$ cat config.mk
export PLATFORM = sky130hd
export DESIGN_NAME = pmbist_scan_driver_flat
export DESIGN_NICKNAME = d
export VERILOG_FILES = /design/src/rtl/pmbist_scan_driver_if.sv /design/src/rtl/pmbist_scan_driver.sv /design/src/flat_wrapper.sv
export SDC_FILE = /design/constraint.sdc
export NUM_CORES = 2
export LEC_CHECK = 0
export CAP_MARGIN = 20
export CORE_AREA = 2 2 410 412
export CTS_CLUSTER_SIZE = 14
export DETAILED_ROUTE_END_ITERATION = 16
export DIE_AREA = 0 0 412 414
export PLACE_DENSITY = 0.56
export SLEW_MARGIN = 5
export SYNTH_ARGS = -nofsm -noshare
export SYNTH_HDL_FRONTEND = slang
export SYNTH_SLANG_ARGS = --single-unit
$ cat constraint.sdc
create_clock -name clk -period 5.6 [get_ports clk]
set_input_delay 1.4 -clock clk [delete_from_list [all_inputs] [get_ports clk]]
set_output_delay 1.4 -clock clk [all_outputs]
set_load 0.005 [all_outputs]
$ cat src/rtl/pmbist_scan_driver_if.sv
// Host command/result bus and pmbist serial access port of the scan driver.
// slave = the driver itself, master = host plus the pmbist_top side of the chain.
interface pmbist_scan_driver_if #(
  parameter int MAX_LEN = 512,
  parameter int LEN_W   = 10,
  parameter int RUN_W   = 16
);
  logic               start;
  logic [LEN_W-1:0]   len;
  logic               do_update;
  logic [RUN_W-1:0]   run_cycles;
  logic [MAX_LEN-1:0] wdata;
  logic               busy;
  logic               done;
  logic [MAX_LEN-1:0] rdata;
  logic               select;
  logic               capture_en;
  logic               shift_en;
  logic               update_en;
  logic               si;
  logic               so;

  modport slave (
    input  start, len, do_update, run_cycles, wdata, so,
    output busy, done, rdata, select, capture_en, shift_en, update_en, si
  );

  modport master (
    output start, len, do_update, run_cycles, wdata, so,
    input  busy, done, rdata, select, capture_en, shift_en, update_en, si
  );
endinterface

$ cat src/rtl/pmbist_scan_driver.sv
// Sequences one capture -> shift -> update -> run-wait pass on the pmbist serial
// access port from a parallel host command; returns the shifted-out chain in parallel.
//
// state   | meaning
// IDLE    | waiting for start; command inputs latched on the start edge
// CAPTURE | one cycle, select + capture_en
// SHIFT   | len cycles, select + shift_en, si = wdata[i], rdata[i] <= so
// UPDATE  | one cycle, select + update_en (only when do_update)
// RUN     | run_cycles quiet cycles for the BIST engine, down-counter
// DONE    | one-cycle done pulse, busy low
module pmbist_scan_driver #(
  parameter int MAX_LEN = 512,
  parameter int LEN_W   = 10,
  parameter int RUN_W   = 16
) (
  input  logic                  clk,
  input  logic                  rstn,
  pmbist_scan_driver_if.slave   bus
);

  localparam int              IDX_W   = (MAX_LEN > 1) ? $clog2(MAX_LEN) : 1;
  localparam logic [LEN_W-1:0] LEN_MAX = LEN_W'(MAX_LEN);

  typedef enum logic [2:0] {
    IDLE    = 3'd0,
    CAPTURE = 3'd1,
    SHIFT   = 3'd2,
    UPDATE  = 3'd3,
    RUN     = 3'd4,
    DONE    = 3'd5
  } state_t;

  state_t             st, st_nxt, after_shift, after_update;
  logic [LEN_W-1:0]   len_l, cnt, cnt_nxt;
  logic [RUN_W-1:0]   run_cnt, run_nxt;
  logic               upd_l;
  logic [MAX_LEN-1:0] wdata_l;
  logic               take;
  logic               sel_n, cap_n, shf_n, upd_n, si_n, busy_n, done_n;

  always_ff @(posedge clk) begin
    if (!rstn) st <= IDLE;
    else       st <= st_nxt;
  end

  always_comb begin
    take         = (st == IDLE) && bus.start;
    after_update = (run_cnt != '0) ? RUN : DONE;
    after_shift  = upd_l ? UPDATE : after_update;
    st_nxt       = st;
    cnt_nxt      = cnt;
    run_nxt      = run_cnt;

    case (st)
      IDLE: begin
        if (bus.start) begin
          st_nxt  = CAPTURE;
          cnt_nxt = '0;
          run_nxt = bus.run_cycles;
        end
      end
      CAPTURE: st_nxt = (len_l != '0) ? SHIFT : after_shift;
      SHIFT: begin
        if (cnt == len_l - LEN_W'(1)) st_nxt = after_shift;
        else                          cnt_nxt = cnt + LEN_W'(1);
      end
      UPDATE: st_nxt = after_update;
      RUN: begin
        run_nxt = run_cnt - RUN_W'(1);
        if (run_cnt == RUN_W'(1)) st_nxt = DONE;
      end
      DONE:    st_nxt = IDLE;
      default: st_nxt = IDLE;
    endcase

    // Outputs are decoded from the next state so the registered pins line up with it.
    cap_n  = (st_nxt == CAPTURE);
    shf_n  = (st_nxt == SHIFT);
    upd_n  = (st_nxt == UPDATE);
    sel_n  = cap_n | shf_n | upd_n;
    si_n   = shf_n & wdata_l[cnt_nxt[IDX_W-1:0]];
    busy_n = cap_n | shf_n | upd_n | (st_nxt == RUN);
    done_n = (st_nxt == DONE);
  end

  always_ff @(posedge clk) begin
    if (!rstn) begin
      cnt            <= '0;
      run_cnt        <= '0;
      len_l          <= '0;
      upd_l          <= 1'b0;
      wdata_l        <= '0;
      bus.rdata      <= '0;
      bus.select     <= 1'b0;
      bus.capture_en <= 1'b0;
      bus.shift_en   <= 1'b0;
      bus.update_en  <= 1'b0;
      bus.si         <= 1'b0;
      bus.busy       <= 1'b0;
      bus.done       <= 1'b0;
    end else begin
      cnt            <= cnt_nxt;
      run_cnt        <= run_nxt;
      bus.select     <= sel_n;
      bus.capture_en <= cap_n;
      bus.shift_en   <= shf_n;
      bus.update_en  <= upd_n;
      bus.si         <= si_n;
      bus.busy       <= busy_n;
      bus.done       <= done_n;
      if (take) begin
        len_l     <= (bus.len > LEN_MAX) ? LEN_MAX : bus.len;
        upd_l     <= bus.do_update;
        wdata_l   <= bus.wdata;
        bus.rdata <= '0;
      end else if (st == SHIFT) begin
        // so still holds the bit before pmbist_top shifts on this same edge.
        bus.rdata[cnt[IDX_W-1:0]] <= bus.so;
      end
    end
  end

endmodule

$ cat src/flat_wrapper.sv
// flat-port wrapper written by rule: the top's interface ports become plain ports
module pmbist_scan_driver_flat 
#(
  parameter int MAX_LEN = 512,
  parameter int LEN_W   = 10,
  parameter int RUN_W   = 16
)
  (clk, rstn, bus_start, bus_len, bus_do_update, bus_run_cycles, bus_wdata, bus_so, bus_busy, bus_done, bus_rdata, bus_select, bus_capture_en, bus_shift_en, bus_update_en, bus_si);
  pmbist_scan_driver_if #(.MAX_LEN(MAX_LEN), .LEN_W(LEN_W), .RUN_W(RUN_W)) bus_i ();
  input  logic clk;
  input  logic rstn;
  input wire logic [$bits(bus_i.start)-1:0] bus_start;
  input wire logic [$bits(bus_i.len)-1:0] bus_len;
  input wire logic [$bits(bus_i.do_update)-1:0] bus_do_update;
  input wire logic [$bits(bus_i.run_cycles)-1:0] bus_run_cycles;
  input wire logic [$bits(bus_i.wdata)-1:0] bus_wdata;
  input wire logic [$bits(bus_i.so)-1:0] bus_so;
  output wire logic [$bits(bus_i.busy)-1:0] bus_busy;
  output wire logic [$bits(bus_i.done)-1:0] bus_done;
  output wire logic [$bits(bus_i.rdata)-1:0] bus_rdata;
  output wire logic [$bits(bus_i.select)-1:0] bus_select;
  output wire logic [$bits(bus_i.capture_en)-1:0] bus_capture_en;
  output wire logic [$bits(bus_i.shift_en)-1:0] bus_shift_en;
  output wire logic [$bits(bus_i.update_en)-1:0] bus_update_en;
  output wire logic [$bits(bus_i.si)-1:0] bus_si;
  assign bus_i.start = bus_start;
  assign bus_i.len = bus_len;
  assign bus_i.do_update = bus_do_update;
  assign bus_i.run_cycles = bus_run_cycles;
  assign bus_i.wdata = bus_wdata;
  assign bus_i.so = bus_so;
  assign bus_busy = bus_i.busy;
  assign bus_done = bus_i.done;
  assign bus_rdata = bus_i.rdata;
  assign bus_select = bus_i.select;
  assign bus_capture_en = bus_i.capture_en;
  assign bus_shift_en = bus_i.shift_en;
  assign bus_update_en = bus_i.update_en;
  assign bus_si = bus_i.si;
  pmbist_scan_driver #(.MAX_LEN(MAX_LEN), .LEN_W(LEN_W), .RUN_W(RUN_W)) u_core (.clk(clk), .rstn(rstn), .bus(bus_i));
endmodule
==> summary.md <==
| Metric | Value |
|---|---|
| Status | `completed` |
| Final Non-Filler Cells | `9006` |
| Clk slew on worst S/H paths | `0.06 ns` |
| CP Capture Type | `flop` |
| Synthesized area | `45700 um^2` |
| Drt pass-1 iters | `8` |
| Setup TNS | `0 ns` |
| Setup Crit Path Kind | `flop to flop` |
| Gr usage total | `26.3%` |
| Via-to-Cell Ratio | `5.31` |
| Final Hold Vio Count | `0` |
| Int Pwr | `15.3 mW` |
| Initial antenna violation count | `15` |
| Net Sw Frac | `35.9%` |
| Placed insts | `8787` |
| Max-slew violation count | `0` |
| Crit path to | `u_core.bus.si` |
| Final setup vio count | `0` |
| Cell Chain, Critical Path | `inv_1 -> ha_1 -> or4b_1 -> nor4_1 -> xnor2_1 -> o2111ai_2 -> o21ai_4 -> buf_4 -> mux2_8 -> buf_4 -> nand2_1 -> and3_1 -> a311oi_1 -> o21ai_0 -> and3_1 -> o32ai_1 -> buf_4 -> o211a_1` |
| Post-route DRC | `0` |
| Cells after Synth | `5928` |
| Reg power frac | `40.0%` |
| Yosys top cell area share | `46.9%` |
| Core box area | `166000 um^2` |
| Clock network power share | `33.8%` |
| Final HPWL DP | `168000 um` |
| Resized Gates After CTS | `0` |
| Worst path max stage delay | `0.56 ns` |
| Worst Path Required | `6.31 ns` |
| First-pass GRT wire length | `330000 um` |
| YS warnings | `0` |
| Post-CTS Setup Bufs | `0` |
| Post-Syn Nets | `6478` |
| Crit path buffers/inverters | `4` |
| Worst Tran Pin Value | `1.44 ns` |
| DIE AREA | `171000 um^2` |
| Async S/R FF share, synth | `0%` |
| Final Net Count | `7257` |
| CTS tree | `built` |
| Netlist cell types | `72` |
| Clock buffer depth | `3` |
| Worst Path Max Fanout | `55` |
| RR Startpoint | `u_core.len_l[0]` |
| Maximum vdd drop | `0.000466 V` |
| Critical path's top delay family | `compound AO/OA/AOI/OAI gates` |
| Num CTS Buffers | `118` |
| Stages on the worst setup path | `18` |
| RSZ-0062 raised after global routing | `no` |
| Synth area leaders | `dfxtp_1 (47%), nand2_1 (12%), a21boi_0 (8.6%)` |
| Vias in the first global route | `45200` |
| Post-synth EDFFs | `0` |
| Slew HR | `4.01%` |
| Drt total wl | `236000 um` |
| H-tree levels | `3` |
| Combinational share of power | `26.1%` |
| Yosys top cell by area | `dfxtp_1` |
| Tmin final | `5.33 ns` |
| Cts hold-fix bufs | `0` |
| Largest net degree at the start of global routing | `288` |
| Layout cells sized above 1 | `6.18%` |
| Cell with the largest stage delay on the worst path | `or4b_1` |
| CP Launch Point | `u_core.len_l[0]` |
| Initial Util | `27.5%` |
| CP most frequent cell | `buf_4` |
| CTS root buf | `clkbuf_16` |
| Top_reg_cell synth | `dfxtp_1` |
| I/O Pins | `1062` |
| Setup Skew | `0.0542 ns` |
| Area delta synth->final | `36.8%` |
| Final core occ | `37.6%` |
| Syn Area/Cell | `7.71 um^2` |
| Max Freq | `0.188 GHz` |
| Reg-to-reg slack, setup | `0.27 ns` |
| Hold Path Class | `flop to flop` |
| Seq cells post-synth | `1071` |
| R2r endpoint | `u_core.bus.si` |
| Post-DP Area | `58500 um^2` |
| Seq/Total Area, Yosys | `46.9%` |
| Rows | `150` |
| GR Overflow Total | `0` |
| Leakage power | `20.7 nW` |
| Pwr Density | `382 nW/um^2` |
| Gp weighted congestion | `0.918` |
| Switching Power | `8.59 mW` |
| Antenna-violating nets left | `0` |
| Reg2reg path depth | `18` |
| Die extent in y | `414 um` |
| Tcrit/Tclk final | `95.1%` |
| PortBufs | `1061` |
| Routed len/inst | `26.2 um` |
| Crit path launch type | `flop` |
| Die width | `412 um` |
| Drt initial violations | `5227` |
| Critical Path AT | `6.03 ns` |
| Max-cap check violation count | `0` |
| Routed via count | `47800` |
| Design Area, Final | `62600 um^2` |
| Clock sink count | `1071` |
| Worst-Skew Late Latency | `0.76 ns` |
[sequential cells by signal, indices dropped and copies added (netlist names), 3 cells and up]
name and count:
u_core.run_cnt 16, u_core.wdata_l 512, u_core.cnt 10, u_core.bus.rdata 512, u_core.len_l 10, u_core.st 3
[worst register-to-register path: cells and delay by family (launching register included)]
family	cells	cell delay, ns
flip-flops	1	0.35
adder cells (fa/ha/maj)	1	0.25
XOR/XNOR	1	0.20
buffers and inverters	4	0.91
AND/OR/NAND/NOR	5	1.33
multiplexers	1	0.43
AO/OA/AOI/OAI	6	1.81
[cell families (layout without fill, tap and decap cells)]
family	Yosys count	after routing	synth area share, %
other	0	2	0
AO/OA/AOI/OAI	1814	1814	23.8
flip-flops	1071	1071	46.9
multiplexers	72	72	1.62
adder cells (fa/ha/maj)	7	7	0.192
XOR/XNOR	13	13	0.249
AND/OR/NAND/NOR	2370	2370	22.1
buffers and inverters	581	1453	5.13
[power groups by stage]
stage	combinational, mW	clock, mW	sequential [mW]
CTS	6.19	8.21	9.55
detailed placement	6.17	0	9.71
global route	6.84	8.52	9.63
finish	6.24	8.09	9.57
global placement	6.11	0	9.73
floorplan	4.05	0	9.18
[metal layers]
layer  vias to the layer above  part of all wire, %  global-route usage [%]
met3                       471                  7.6                    4.87
met5                         -                0.047                       0
met4                        18                  5.4                    13.1
met2                      2387                   46                    43.0
li1                      21900                    -                       -
met1                     23000                   41                    33.1
[synthesized netlist by cell type (9+ instances only)]
library cell  count
a21boi_0        522
a21oi_1         571
a22o_1            9
a22oi_1          14
a311oi_1         11
a31oi_1          28
a32oi_1          20
and2_0           13
and2_1           20
and3_1           20
buf_2            43
buf_4            17
clkbuf_1        494
dfxtp_1        1071
inv_1            13
mux2i_1          65
nand2_1        1432
nand3_1         628
nand4_1          18
nor2_1          147
nor2b_1          12
nor3_1           35
nor4_1           15
o21ai_0         552
xnor2_1          10
[worst min path at each step]
stage                                    from                  end  slack (ns)  cells after the start
final                     u_core.wdata_l[460]  u_core.wdata_l[460]        0.47                      2
after CTS                 u_core.wdata_l[471]  u_core.wdata_l[471]        0.47                      2
after global placement    u_core.wdata_l[422]  u_core.wdata_l[422]        0.45                      2
after global routing      u_core.wdata_l[383]  u_core.wdata_l[383]        0.49                      2
after floorplan           u_core.wdata_l[110]  u_core.wdata_l[110]        0.44                      2
after detailed placement  u_core.wdata_l[338]  u_core.wdata_l[338]        0.46                      2
[placed cells by master (no fill, tap or decap), types with 8 or more instances in the layout]
cell             count
a21oi_1            571
o21ai_0            552
nand3_1            628
bufinv_16           11
a21boi_0           522
a31oi_1             27
buf_12              18
nor3_1              35
and2_1              17
dfxtp_1           1071
o22ai_1              8
clkbuf_1            34
buf_4              137
nor2b_1             11
inv_1               13
buf_6                8
nor2_1             136
and3_1              20
a22o_1               9
nand4_1             18
nor4_1              15
and2_2              15
mux2i_1             60
a32oi_1             20
xnor2_1             10
a311oi_1            11
clkdlybuf4s50_1   1059
clkinv_2            15
clkbuf_16          119
a22oi_1             14
nand2_1           1414
nand2_2             16
clkbuf_8            21
a221oi_1             8
[cell type report]
type | count | area (um^2)
diodes | 2 | 5.00
clock buffers | 174 | 3390
clock inverters | 39 | 586
fillers | 17200 | 104000
inverters | 13 | 48.8
multi-input cells | 4276 | 22200
flip-flops and latches | 1071 | 21400
well taps | 2204 | 2760
repair buffers | 1227 | 12200
[stage by stage]
step	setup slack [ns]	hold WS (ns)	power, mW
floorplan	1.44	0.443	13.2
global placement	0.379	0.453	15.8
detailed placement	0.408	0.460	15.9
CTS	0.350	0.469	24.0
global route	0.0195	0.487	25.0
finish	0.273	0.466	23.9
Power figures use the tool's default switching activity.
